--- config.mk ---
export PLATFORM = sky130hd
export DESIGN_NAME = instruction_fetch
export DESIGN_NICKNAME = d
export VERILOG_FILES = /design/src/rtl/instruction_fetch.sv
export SDC_FILE = /design/constraint.sdc
export NUM_CORES = 1
export LEC_CHECK = 0
export ABC_AREA = 1
export BUFFER_PORTS_ARGS = -buffer_cell sky130_fd_sc_hd__buf_4
export CAP_MARGIN = 20
export CELL_PAD_IN_SITES_DETAIL_PLACEMENT = 2
export CELL_PAD_IN_SITES_GLOBAL_PLACEMENT = 2
export CORE_MARGIN = 2
export CORE_UTILIZATION = 29
export DETAILED_ROUTE_END_ITERATION = 16
export PLACE_DENSITY_LB_ADDON = 0.25
export SLEW_MARGIN = 5
export SYNTH_ARGS = -nofsm -noshare
export SYNTH_HDL_FRONTEND = slang
export SYNTH_SLANG_ARGS = --single-unit
--- constraint.sdc ---
create_clock -name clk -period 4 [get_ports clk]
set_input_delay 0.8 -clock clk [delete_from_list [all_inputs] [get_ports clk]]
set_output_delay 0.8 -clock clk [all_outputs]
set_load 0.1 [all_outputs]
--- src/rtl/instruction_fetch.sv ---
// Fetch stage: holds the fetch PC, runs a single-outstanding req/ack read to
// instruction memory, buffers {pc, instr} pairs in a small prefetch FIFO and
// presents the head entry to decode. Handles stall, redirect and halt.
module instruction_fetch #(
    parameter logic [31:0] RESET_PC   = 32'h0000_0000,
    parameter logic [31:0] NOP_INSTR  = 32'h0000_0013,
    parameter int unsigned FIFO_DEPTH = 2
) (
    input  logic        clk,
    input  logic        rst_n,
    input  logic        stall,
    input  logic        redirect,
    input  logic [31:0] redirect_pc,
    input  logic        ill_instr,
    output logic        imem_req,
    output logic [31:0] imem_addr,
    input  logic        imem_ack,
    input  logic [31:0] imem_rdata,
    output logic [31:0] instruction,
    output logic [31:0] pc,
    output logic [31:0] pc_plus4,
    output logic        instr_valid,
    output logic        halted
);

    localparam int unsigned PTR_W = (FIFO_DEPTH > 1) ? $clog2(FIFO_DEPTH) : 1;
    localparam int unsigned CNT_W = $clog2(FIFO_DEPTH) + 1;

    typedef enum logic [2:0] {
        S_IDLE,
        S_FETCH,
        S_DISCARD,
        S_HALT_WAIT,
        S_HALT
    } state_t;

    state_t           r_state;
    state_t           w_state_nxt;
    logic [31:0]      r_fetch_pc;
    logic [31:0]      w_fetch_pc_nxt;
    logic [31:0]      r_hold_addr;
    logic [31:0]      w_hold_addr_nxt;

    logic [31:0]      r_fifo_pc    [FIFO_DEPTH];
    logic [31:0]      r_fifo_instr [FIFO_DEPTH];
    logic [PTR_W-1:0] r_rd_ptr;
    logic [PTR_W-1:0] r_wr_ptr;
    logic [CNT_W-1:0] r_count;

    logic             w_halted;
    logic             w_valid;
    logic             w_pending;
    logic             w_illegal;
    logic             w_push;
    logic             w_pop;
    logic             w_flush;
    logic [31:0]      w_redirect_target;
    logic [31:0]      w_pc;

    assign w_halted          = (r_state == S_HALT_WAIT) || (r_state == S_HALT);
    assign w_valid           = (r_count != '0) && !w_halted;
    assign w_pending         = imem_req && !imem_ack;
    assign w_illegal         = ill_instr && w_valid && !redirect;
    assign w_redirect_target = redirect_pc & 32'hFFFF_FFFC;

    // Memory request side: derived from registered state only. While an
    // abandoned request drains, the address is held on the original target.
    always_comb begin
        imem_req = 1'b0;
        case (r_state)
            S_FETCH:                imem_req = (r_count < CNT_W'(FIFO_DEPTH));
            S_DISCARD, S_HALT_WAIT: imem_req = 1'b1;
            default:                imem_req = 1'b0;
        endcase
        imem_addr = ((r_state == S_DISCARD) || (r_state == S_HALT_WAIT)) ? r_hold_addr : r_fetch_pc;
    end

    // Decode-side view of the FIFO head.
    always_comb begin
        w_pc        = w_valid ? r_fifo_pc[r_rd_ptr] : RESET_PC;
        instruction = w_valid ? r_fifo_instr[r_rd_ptr] : NOP_INSTR;
        pc          = w_pc;
        pc_plus4    = w_pc + 32'd4;
        instr_valid = w_valid;
        halted      = w_halted;
    end

    // Next state, next fetch PC and FIFO push/pop/flush decisions.
    always_comb begin
        w_state_nxt     = r_state;
        w_fetch_pc_nxt  = r_fetch_pc;
        w_hold_addr_nxt = r_hold_addr;
        w_push          = 1'b0;
        w_pop           = 1'b0;
        w_flush         = 1'b0;
        case (r_state)
            S_IDLE: begin
                w_state_nxt = S_FETCH;
                if (redirect) begin
                    w_fetch_pc_nxt = w_redirect_target;
                end
            end
            S_FETCH: begin
                if (redirect) begin
                    w_flush        = 1'b1;
                    w_fetch_pc_nxt = w_redirect_target;
                    if (w_pending) begin
                        w_state_nxt     = S_DISCARD;
                        w_hold_addr_nxt = r_fetch_pc;
                    end
                end else if (w_illegal) begin
                    w_flush = 1'b1;
                    if (w_pending) begin
                        w_state_nxt     = S_HALT_WAIT;
                        w_hold_addr_nxt = r_fetch_pc;
                    end else begin
                        w_state_nxt = S_HALT;
                    end
                end else begin
                    w_pop = w_valid && !stall;
                    if (imem_req && imem_ack) begin
                        w_push         = 1'b1;
                        w_fetch_pc_nxt = r_fetch_pc + 32'd4;
                    end
                end
            end
            S_DISCARD: begin
                if (redirect) begin
                    w_fetch_pc_nxt = w_redirect_target;
                end
                if (imem_ack) begin
                    w_state_nxt = S_FETCH;
                end
            end
            S_HALT_WAIT: begin
                if (imem_ack) begin
                    w_state_nxt = S_HALT;
                end
            end
            default: begin
                w_state_nxt = r_state;
            end
        endcase
    end

    // Control state registers.
    always_ff @(posedge clk or negedge rst_n) begin
        if (!rst_n) begin
            r_state     <= S_IDLE;
            r_fetch_pc  <= RESET_PC;
            r_hold_addr <= RESET_PC;
        end else begin
            r_state     <= w_state_nxt;
            r_fetch_pc  <= w_fetch_pc_nxt;
            r_hold_addr <= w_hold_addr_nxt;
        end
    end

    // FIFO pointers and occupancy; flush wins over push/pop.
    always_ff @(posedge clk or negedge rst_n) begin
        if (!rst_n) begin
            r_rd_ptr <= '0;
            r_wr_ptr <= '0;
            r_count  <= '0;
        end else if (w_flush) begin
            r_rd_ptr <= '0;
            r_wr_ptr <= '0;
            r_count  <= '0;
        end else begin
            if (w_push) begin
                r_wr_ptr <= r_wr_ptr + PTR_W'(1);
            end
            if (w_pop) begin
                r_rd_ptr <= r_rd_ptr + PTR_W'(1);
            end
            case ({w_push, w_pop})
                2'b10:   r_count <= r_count + CNT_W'(1);
                2'b01:   r_count <= r_count - CNT_W'(1);
                default: r_count <= r_count;
            endcase
        end
    end

    // FIFO storage; contents are only meaningful under r_count.
    always_ff @(posedge clk) begin
        if (w_push) begin
            r_fifo_pc[r_wr_ptr]    <= r_fetch_pc;
            r_fifo_instr[r_wr_ptr] <= imem_rdata;
        end
    end

endmodule

Word level (Yosys, flattened, before mapping)
Memories as Yosys holds them, arrays and structs flattened.
Cells that the tools add are included.

operators by class
  add/sub/neg operators = 6
  mux-type cells = 37
  equality and inequality tests = 13
  reductions and logical operators = 25
  $lt $le $gt $ge = 1

operators with widths
  operator                                                               count
  32-bit 2-to-1 mux                                                      10
  32-bit by 3-bit adder with 32-bit output, second input constant        2
  32-bit case mux with 2 select lines                                    1
  3-bit 2-to-1 mux                                                       6
  1-bit 2-to-1 mux                                                       16
  3-bit != test, second input constant                                   4
  3-bit case mux with 4 select lines                                     1
  2-bit nonzero test                                                     5
  3-bit by 2-bit equality test with 1-bit output, second input constant  2
  1-bit logical AND                                                      6
  5-bit AND reduction                                                    1
  1-bit logical NOT                                                      4
  2-bit != test, second input constant                                   2
  2-bit case mux with 2 select lines                                     1
  4-bit AND reduction                                                    1
  4-bit nonzero test                                                     1
  2-bit OR reduction                                                     2
  3-bit by 1-bit equality test with 1-bit output, second input constant  1
  3-bit equality test, second input constant                             1
  3-bit logical NOT                                                      1
  3-bit nonzero test                                                     1
  1-bit adder, second input constant                                     2
  2-bit by 1-bit adder with 2-bit output, second input constant          1
  2-bit by 1-bit equality test with 1-bit output, second input constant  1
  8 further kinds                                                        9

storage, ports and cells
  output and inout bits = 131
  memories kept = 2
  register bits = 71
  input port bits = 70
  RAM bits = 128

memory list
  name          depth  bits a word  rd ports  clocked after memory_dff  write ports  line  RTL
  r_fifo_instr  2      32           1         0                         1            45    logic [31:0] r_fifo_instr [FIFO_DEPTH];
  r_fifo_pc     2      32           1         0                         1            44    logic [31:0] r_fifo_pc [FIFO_DEPTH];

Depth between registers and ports, before layout
Gate-level depths: netlist of the first run.

  depth after elaboration = 12
  depth in mapped cells = 14
  mapped depth without buffers = 13

Worst setup path before layout of the first run
Ideal clock, no wire load.

  path kind = flip-flop to output port
  start = reg r_state[1]
  end = out pc_plus4[6]
  path slack = -1786 ps
  stages on the path, launching flop included = 10
  buffers on the path = 1
  required time = 3200 ps
  arrival time = 4986 ps
  cells stage by stage = dfrtp_1 -> buf_2 -> nand3_1 -> nand3_2 -> inv_2 -> nand2_1 -> inv_1 -> ha_1 -> nand2_2 -> o21ai_0

on the way
  word-level cells in the longest chain between the ends = 6
  elaborated cells on any way between the ends = 7
  those cells by class = add/sub (1); eq/ne (2); mux (1); reduce/logical (3)

RTL lines
  what                                                                                          line  RTL
  start: declaration                                                                            37    state_t r_state;
  start signal: assignment                                                                      153   r_state <= w_state_nxt;
  3-bit by 2-bit equality test with 1-bit output / 3-bit equality test (equally long branches)  60    assign w_halted = (r_state == S_HALT_WAIT) || (r_state == S_HALT);
  1-bit logical OR *                                                                            60
  1-bit logical NOT *                                                                           61    assign w_valid = (r_count != '0) && !w_halted;
  1-bit logical AND *                                                                           61
  32-bit 2-to-1 mux *                                                                           80    w_pc = w_valid ? r_fifo_pc[r_rd_ptr] : RESET_PC;
  via pc[2]                                                                                     20    output logic [31:0] pc,
  32-bit by 3-bit adder with 32-bit output *                                                    83    pc_plus4 = w_pc + 32'd4;
  end: declaration                                                                              21    output logic [31:0] pc_plus4,

Mark *: on every way through the listed nets, which the timed path passes. The rest lies on a longest branch.

Worst setup path after layout of the first run
  start = reg r_rd_ptr
  end = out pc_plus4[29]

on the way
  word-level cells in the longest chain between the ends = 3

RTL lines
  what                                      line  RTL
  start: declaration                        46    logic [PTR_W-1:0] r_rd_ptr;
  start signal: assignment                  174   r_rd_ptr <= r_rd_ptr + PTR_W'(1);
  memory read 2 x 32 bit                    -
  32-bit 2-to-1 mux                         80
  32-bit by 3-bit adder with 32-bit output  83

Every way passes these cells.

==> metrics.yaml, run 1 <==
outcome: "completed"
layout-drive-gt1-share_pct: 21.0
cpLargestDelayFamily: "simple AND/OR/NAND/NOR gates"
fin_nets: 1461
start_kind: "flip-flop"
die_w_um: 189
fin_area_um2: 12600
synth-warning-count: 0
rsz0062_at_grt: "false"
worstSetupEndpointType: "output port"
critPathMaxStageDelay_ns: 0.51
firstDrtPassIters: 4
routedWlPerCell_um: 18.5
holdPathEnd: "r_hold_addr[3]$_DFFE_PN0P_"
critPathMaxFanout: 19
path_cells: "buf_4 -> nand2_1 -> o21ai_0 -> nand4_1 -> nor2_1 -> nand2_1 -> nor2_2 -> nand3_1 -> nand2_1 -> buf_4"
layout.cells.non_filler: 1850
timing.critical_path.arrival_ns: 2.95
grt.overflow.total: 0
hp-start: "r_hold_addr[3]$_DFFE_PN0P_"
dp_hpwl_mm: 26.0
seqCellArea_um2: 5400
clk_path_buf_depth: 2
fp-row-count: 67
reg2reg_depth: 8
r2r-start: "r_state[2]$_DFFE_PN0P_"
die_area_um2: 35800
die_y_um: 189
ios: 201
grt_pass1_vias: 9663
synth_top_area_cell: "edfxtp_1"
remaining_drc_errors: 0
tightest_slew_ns: 0.993
finalHoldViolations: 0
io_buffers: 192
syn_to_final_growth_pct: 27.1
dp_cells: 1817
root_buffer: "clkbuf_16"
drv_cap: 0
dpl_cell_area_um2: 12000
ir_drop_v: 0.000308
multi_input_area_um2: 3960
p_total_mw: 4.06
place.gp.congestion: 0.808
cpMostUsedCell: "nand2_1"
nFillCells: 3847
synth_top_area_share_pct: 37.5
start_util_pct: 29.6
postRouteWirelength_mm: 34.2
ant_nets: 0
synth.distinct_cells: 38
netlist_area_um2: 9940
cp_slowest_cell: "dfrtp_2"
finalCritPeriodShare_pct: 93.6
clk_latency_ns: 0.45
cp_num_buf_inv: 2
antennaDiodeCount: 0
holdPathStages: 2
numCtsBuffers: 17
cts_max_level: 4
postCtsHoldBufs: 0
power.density_nw_per_um2: 321
crit_type: "reg -> out"
cts.sinks: 191
drv_slew: 0
hold_path.class: "reg -> reg"
antenna_found_initial: 0
syn_area_per_cell_um2: 8.23
ys_seq_elements: 191
timing.slew.headroom_pct: 33.8
finClkSkew_ns: 0.0124
setup_violations: 0
fin_crit_ns: 3.75
clk_pin_slew_worst_paths_ns: 0.07
synth_cells: 1208
cp.required_ns: 3.20
grt_max_degree: 68
r2r-end: "r_fifo_pc[0][27]$_DFFE_PP_"
vias: 8907
core_area_um2: 33600
finalSetupTns_ns: 0
ys_seq_area_share_pct: 54.3
avgViaCountPerCell: 4.81
grt_pass1_wl_mm: 54.2
cellLeakagePower_nw: 5.53
track_usage_pct: 19.6
cts_tree: "yes"
synth.area.top_cells: "edfxtp_1 37%, dfrtp_1 17%, nand2_1 13%, nor2_1 6.2%, inv_1 4.7%"
utilization_pct: 37.6
drt-initial-drc-count: 398
r2r_setup_slack_ns: 1.32
max_clock_freq_mhz: 267
## worst max path at each step
stage                                      start                           end  depth (start not counted)  slack [ns]
after global routing        r_rd_ptr$_DFFE_PN0P_                  pc_plus4[17]                          9       0.005
final                       r_rd_ptr$_DFFE_PN0P_                  pc_plus4[29]                         10        0.25
after global placement      r_rd_ptr$_DFFE_PN0P_                  pc_plus4[30]                         11        0.62
after CTS                 r_state[1]$_DFFE_PN0P_                  pc_plus4[18]                         14        0.04
after floorplan           r_state[2]$_DFFE_PN0P_  r_fifo_instr[1][0]$_DFFE_PP_                          7       -0.49
after detailed placement  r_state[1]$_DFFE_PN0P_                  pc_plus4[18]                         14        0.54
## tightest hold or removal path: cells and delay by family (launching register included)
kind | cells | cell delay (ns)
simple gates | 1 | 0.05
compound gates | 1 | 0.06
flops | 1 | 0.35
## layout by cell type, fill, tap and decap left out, types with 34 or more instances in the layout
| cell type | n |
|---|---|
| a21oi_1 | 68 |
| buf_4 | 207 |
| dfrtp_1 | 65 |
| edfxtp_1 | 124 |
| inv_1 | 122 |
| nand2_1 | 336 |
| nand3_1 | 61 |
| nand4_1 | 34 |
| nor2_1 | 149 |
| o21ai_0 | 74 |
## Yosys cell counts
| cell type | number |
|---|---|
| ha_1 | 2 |
| a21oi_4 | 1 |
| a21oi_1 | 68 |
| clkbuf_1 | 22 |
| nor2_2 | 6 |
| dfrtp_1 | 67 |
| inv_2 | 3 |
| buf_4 | 10 |
| xor2_1 | 14 |
| inv_1 | 124 |
| nand3_1 | 61 |
| nand3_2 | 1 |
| o31ai_1 | 1 |
| o21a_1 | 1 |
| o21ai_2 | 1 |
| edfxtp_1 | 124 |
| buf_1 | 3 |
| o21ai_1 | 11 |
| o21ai_0 | 78 |
| conb_1 | 1 |
| o211ai_1 | 2 |
| and2_1 | 2 |
| a31oi_1 | 2 |
| mux2i_1 | 1 |
| nand4_1 | 34 |
| buf_6 | 1 |
| nor3_2 | 1 |
| o22ai_1 | 5 |
| nor2_1 | 163 |
| or2_2 | 1 |
| xnor2_1 | 3 |
| nand2_1 | 339 |
| nor3_1 | 19 |
| nor2_4 | 5 |
| buf_2 | 18 |
| a22oi_1 | 4 |
| nand2_2 | 7 |
| nand3b_1 | 2 |
## through the flow
step,hold slack [ns],worst slack [ns]
global route,0.505,0.00480
detailed placement,0.484,0.537
finish,0.496,0.255
CTS,0.503,0.0408
floorplan,0.454,-0.486
global placement,0.468,0.616
## cell type report
class,instances,share of cell area [%]
clock buffer,20,3.54
clock inverter,12,1.18
inverter,127,3.87
multi-input combinational,841,31.3
sequential,191,42.8
tap,448,4.44
timing repair buffer,211,12.9
## where the power goes
part	internal [mW]	switching, mW	leakage, nW	total, mW
clock network	0.959	0.814	0.288	1.77
registers	2.09	0.00262	1.83	2.10
logic	0.0622	0.127	3.41	0.189
## metal layers
layer	track usage (%)	up-vias	share of wire, %
met1	25.8	4420	46
met2	33.7	157	49
met5	0	-	0
li1	-	4300	-
met3	3.08	30	3.2
met4	4.60	0	1.4
## state kept, by name (all words and copies together), names as in the netlist
| signal | flops |
|---|---|
| r_count | 2 |
| r_fetch_pc | 30 |
| r_fifo_instr | 64 |
| r_fifo_pc | 60 |
| r_hold_addr | 30 |
| r_rd_ptr | 1 |
| r_state | 3 |
| r_wr_ptr | 1 |
## cells by family after synthesis
logic type	count (synthesis)	synth area share [%]
compound gates	174	9.20
simple gates	641	27.1
other cells	1	0.0377
mux	1	0.101
fa+ha+maj	2	0.252
buf+inv	181	7.52
xor+xnor	17	1.50
flops	191	54.3
## repair_timing
| item | in CTS | in global routing |
|---|---|---|
| setup buffers | 0 | 0 |
| resized for setup | 0 | 8 |
| endpoints found under the setup margin | 0 | 16 |
No activity file was read; power rests on OpenSTA's default activity.
==> run 2, diff against run 1 <==
==> constraint.sdc (replaced) <==
create_clock -name clk -period 4 [get_ports clk]
set_input_delay 0.6 -clock clk [delete_from_list [all_inputs] [get_ports clk]]
set_output_delay 0.6 -clock clk [all_outputs]
set_load 0.1 [all_outputs]
==> metrics.yaml, run 2 (synthesis results as in run 1) <==
cp_slowest_cell: "dfrtp_4"
drv_slew: 0
clk_latency_ns: 0.45
cts_tree: "yes"
timing.critical_path.arrival_ns: 3.16
dp_hpwl_mm: 26.8
place_ws_ns: 0.577
path_cells: "buf_4 -> nand2_1 -> o21ai_0 -> nand4_1 -> nor2_1 -> nand2_1 -> nor2_2 -> xor2_2 -> buf_4"
seqPwrFrac_pct: 53.2
reg2reg_depth: 7
antenna_found_initial: 1
die_w_um: 189
fin_crit_ns: 3.76
mostFrequentLayoutCell: "nand2_1"
post_cts.repair.setup_buffers: 0
layout_common_cells: "336 x nand2_1, 207 x buf_4, 149 x nor2_1"
outcome: "completed"
critPathMaxStageDelay_ns: 0.61
cpLargestDelayFamily: "simple AND/OR/NAND/NOR gates"
dpl_cell_area_um2: 12000
r2r-end: "r_fifo_instr[0][3]$_DFFE_PP_"
postCtsResizedCells: 0
die_area_um2: 35800
core_area_um2: 33600
tightest_slew_ns: 0.991
finalCritPeriodShare_pct: 94.0
crit_type: "reg -> out"
ant_nets: 0
drv_cap: 0
rsz0062_at_grt: "true"
ios: 201
remaining_drc_errors: 0
cts_max_level: 4
clk_path_buf_depth: 2
finalHoldViolations: 0
postCtsHoldBufs: 0
grt_pass1_vias: 9759
routedWlPerCell_um: 19.1
die_y_um: 189
setup_violations: 0
reg.largest.list: "r_fifo_instr: 64 flops, r_fifo_pc: 60 flops"
swShare_pct: 24.5
top_register: "r_fifo_instr"
finalWorstSetupSlack_ns: 0.241
numCtsBuffers: 17
root_buffer: "clkbuf_16"
fp-row-count: 67
avgViaCountPerCell: 4.84
grt.overflow.total: 0
max_clock_freq_mhz: 266
p_comb_share_pct: 4.7
cp.required_ns: 3.40
place.gp.congestion: 0.794
grt_max_degree: 68
clkPwrFrac_pct: 42.1
clk_pin_slew_worst_paths_ns: 0.07
cp_num_buf_inv: 2
r2r-start: "r_state[1]$_DFFE_PN0P_"
worstSetupEndpointType: "output port"
syn_to_final_growth_pct: 26.7
hold_path.class: "in -> async"
ir_drop_v: 0.000295
cellLeakagePower_nw: 5.54
timing.slew.headroom_pct: 33.9
power.density_nw_per_um2: 314
grt_pass1_wl_mm: 55.6
largest_reg_flops: 64
internal-power_mw: 2.98
vias: 8954
start_kind: "flip-flop"
r2r_setup_slack_ns: 1.28
layout-drive-gt1-share_pct: 21.1
cts.sinks: 191
io_buffers: 192
firstDrtPassIters: 4
start_util_pct: 29.6
p_sw_mw: 0.968
track_usage_pct: 20.2
fin_area_um2: 12600
finClkSkew_ns: 0.0195
fin_nets: 1460
postRouteWirelength_mm: 35.3
critPathMaxFanout: 27
drt-initial-drc-count: 355
-- run 2: changes by cell type in the layout (fill, tap and decap cells not counted), sizes merged --
cell | before | now
clkinv | 1 | 5
clkinvlp | 4 | 1
bufinv | 2 | 0
inv | 132 | 134
buf | 211 | 210
clkbuf | 20 | 19
diode | 0 | 1
-- run 2: stage by stage --
| step | hold slack (ns) | utilization [%] | power, mW | setup TNS (ns) | std cells |
|---|---|---|---|---|---|
| 4_1_cts | 0.307 | 37.4 | 4.00 | 0 | 1848 |
| 3_3_place_gp | 0.468 | 35.7 | 2.32 | 0 | 1816 |
| 6_report | 0.319 | 37.5 | 3.95 | 0 | 1850 |
| 3_5_place_dp | 0.480 | 35.7 | 2.33 | 0 | 1816 |
| 5_1_grt | 0.307 | 37.5 | 4.07 | -0.0204 | 1850 |
| 2_1_floorplan | 0.304 | - | 2.23 | -59.48 | 1213 |
-- run 2: layout make-up --
cell class                      instances  area, µm²
Antenna cell                            1       2.50
Clock buffer                           19        433
Clock inverter                         13        121
Fill cell                            3850      21000
Inverter                              127        483
Multi-Input combinational cell        841       3970
Sequential cell                       191       5400
Tap cell                              448        561
Timing Repair Buffer                  210       1610
-- run 2: worst max-delay path by stage --
stage	from	endpoint	slack [ns]	depth (start not counted)
3_3_place_gp	r_rd_ptr$_DFFE_PN0P_	pc_plus4[21]	0.73	10
5_1_grt	r_rd_ptr$_DFFE_PN0P_	pc_plus4[21]	-0.02	10
6_report	r_rd_ptr$_DFFE_PN0P_	pc_plus4[13]	0.24	9
2_1_floorplan	r_state[2]$_DFFE_PN0P_	r_fifo_instr[1][0]$_DFFE_PP_	-0.49	7
4_1_cts	r_rd_ptr$_DFFE_PN0P_	pc_plus4[13]	0.09	9
3_5_place_dp	r_rd_ptr$_DFFE_PN0P_	pc_plus4[13]	0.58	9
-- run 2: per-layer routing --
layer	global-route usage [%]	vias to the layer above	part of all wire (%)
li1	-	4292	-
met1	26.3	4482	46
met2	35.1	159	50
met3	3.15	21	3.3
met4	4.63	0	1.1
met5	0	-	0
-- run 2: worst reg2reg max path: cells and delay by family, from the launching register on --
family                 cells  cell delay, ns
AND/OR/NAND/NOR            5            1.42
buffers and inverters      2            0.47
flip-flops                 1            0.51
-- run 2: power by group through the flow --
stage / sequential (mW) / combinational (mW) / clock [mW]
floorplan: 2.14 / 0.0934 / 0
global placement: 2.14 / 0.181 / 0
detailed placement: 2.14 / 0.190 / 0
CTS: 2.10 / 0.191 / 1.71
global route: 2.10 / 0.207 / 1.77
finish: 2.10 / 0.187 / 1.66
==> run 3, diff against run 2 <==
--- a/config.mk
+++ b/config.mk
@@ -14,7 +14,7 @@
 export CORE_UTILIZATION = 29
 export DETAILED_ROUTE_END_ITERATION = 16
 export PLACE_DENSITY_LB_ADDON = 0.25
-export SLEW_MARGIN = 5
+export SLEW_MARGIN = 20
 export SYNTH_ARGS = -nofsm -noshare
 export SYNTH_HDL_FRONTEND = slang
 export SYNTH_SLANG_ARGS = --single-unit
==> constraint.sdc (replaced) <==
create_clock -name clk -period 4 [get_ports clk]
set_input_delay 0.6 -clock clk [delete_from_list [all_inputs] [get_ports clk]]
set_output_delay 0.6 -clock clk [all_outputs]
set_load 0.05 [all_outputs]
==> metrics.yaml, run 3 (synthesis results as in run 1) <==
die_y_um: 189
tightest_slew_ns: 0.989
cp_slowest_cell: "dfrtp_4"
cts.sinks: 191
whs_ns: 0.268
cpLargestDelayFamily: "buffers and inverters"
io_buffers: 192
timing.slew.headroom_pct: 34.1
critPathMaxFanout: 30
finalHoldViolations: 0
clk_pin_slew_worst_paths_ns: 0.07
avgViaCountPerCell: 4.83
remaining_drc_errors: 0
ant_nets: 0
grt.overflow.total: 0
drv_slew: 0
die_area_um2: 35800
die_w_um: 189
core_area_um2: 33600
outcome: "completed"
fp-row-count: 67
power.density_nw_per_um2: 324
setup_violations: 0
antenna_found_initial: 0
place.gp.congestion: 0.815
firstDrtPassIters: 4
cellLeakagePower_nw: 5.54
crit_type: "reg -> out"
max_clock_freq_mhz: 272
cp_num_buf_inv: 5
drt-initial-drc-count: 364
cp.depth: 14
hold_path.class: "in -> async"
largest_reg_flops: 64
routedWlPerCell_um: 18.5
path_cells: "inv_1 -> buf_4 -> nand2_1 -> nand2_1 -> nand2_1 -> inv_1 -> ha_1 -> nand2_2 -> inv_1 -> nand2_1 -> nor2_1 -> o21ai_0 -> nand2_1 -> buf_4"
ir_drop_v: 0.000302
layout_common_cells: "338 x nand2_1, 204 x buf_4, 160 x nor2_1"
cts_max_level: 4
nFillCells: 3865
ios: 201
cpMostUsedCell: "nand2_1"
fin_nets: 1457
reg2reg_depth: 8
vias: 8920
start_kind: "flip-flop"
grt_pass1_wl_mm: 54.2
mostFrequentLayoutCell: "nand2_1"
cts_tree: "yes"
critPathMaxStageDelay_ns: 0.62
finalCritPeriodShare_pct: 92.1
top_register: "r_fifo_instr"
layout-drive-gt1-share_pct: 19.1
root_buffer: "clkbuf_16"
timing.critical_path.arrival_ns: 3.08
track_usage_pct: 19.6
post_cts.repair.setup_buffers: 0
postRouteWirelength_mm: 34.1
start_util_pct: 29.6
grt_pass1_vias: 9605
drv_cap: 0
reg.largest.list: "r_fifo_instr: 64 flops, r_fifo_pc: 60 flops"
numCtsBuffers: 17
worstSetupEndpointType: "output port"
finalSetupTns_ns: 0
dp_hpwl_mm: 25.6
antennaDiodeCount: 0
fin_crit_ns: 3.68
syn_to_final_growth_pct: 25.3
rsz0062_at_grt: "false"
grt_max_degree: 68
clk_path_buf_depth: 2
clk_latency_ns: 0.45
cp.required_ns: 3.40
finClkSkew_ns: 0.0154
postCtsHoldBufs: 0
-- run 3: metrics by stage --
step / worst slack, ns / utilization (%) / instances / power [mW] / area (µm²)
2_1_floorplan: 0.162 / - / 1213 / 2.22 / 9960
3_3_place_gp: 0.720 / 35.3 / 1814 / 2.31 / 11900
3_5_place_dp: 0.626 / 35.3 / 1814 / 2.32 / 11900
4_1_cts: 0.128 / 37.0 / 1846 / 4.08 / 12400
5_1_grt: 0.0354 / 37.0 / 1846 / 4.16 / 12500
6_report: 0.317 / 37.0 / 1846 / 4.03 / 12500
-- run 3: cell type report --
| type | count | area (µm²) | share of cell area, % |
|---|---|---|---|
| sequential | 191 | 5400 | 43.4 |
| inverter | 127 | 477 | 3.83 |
| timing repair buffer | 207 | 1580 | 12.7 |
| clock buffer | 20 | 437 | 3.51 |
| multi-input combinational | 841 | 3840 | 30.8 |
| tap | 448 | 561 | 4.50 |
| clock inverter | 12 | 151 | 1.22 |
-- run 3: worst paths after layout --
check                                                end  slack, ns                        from
max in group asynchronous           r_rd_ptr$_DFFE_PN0P_       3.01                       rst_n
hold reg to reg               r_hold_addr[5]$_DFFE_PN0P_       0.49  r_hold_addr[5]$_DFFE_PN0P_
min in group clk           r_fifo_instr[1][19]$_DFFE_PP_       0.32              imem_rdata[19]
hold / removal                    r_state[1]$_DFFE_PN0P_       0.27                       rst_n
setup / recovery                            pc_plus4[18]       0.32        r_rd_ptr$_DFFE_PN0P_
setup reg to reg            r_fifo_instr[1][7]$_DFFE_PP_       1.32      r_state[1]$_DFFE_PN0P_
-- run 3: where the power goes --
group / total (mW) / switching (mW) / internal [mW]
Sequential: 2.10 / 0.00518 / 2.09
Clock: 1.76 / 0.820 / 0.942
Combinational: 0.172 / 0.110 / 0.0621
Total: 4.03 / 0.935 / 3.10
-- run 3: what timing repair did --
| action | in CTS | in global routing |
|---|---|---|
| gates resized for setup | 0 | 2 |
| endpoints found under the setup margin | 0 | 10 |
| endpoints found under the hold margin | 0 | 0 |
-- run 3: routing by layer --
layer | part of all wire (%) | wire length [µm] | vias to the layer above | GRT usage (%)
met5 | 0 | 0 | - | 0
met4 | 1.2 | 394 | 0 | 4.63
met3 | 3.2 | 1100 | 24 | 2.97
met2 | 49 | 16600 | 156 | 33.6
met1 | 47 | 16000 | 4444 | 26.1
li1 | - | - | 4296 | -
-- run 3: worst register-to-register path, delay by kind of cell (launching register included) --
family / cells / cell delay, ns
and+or+nand+nor: 5 / 1.20
buffers and inverters: 3 / 0.63
DFF: 1 / 0.50
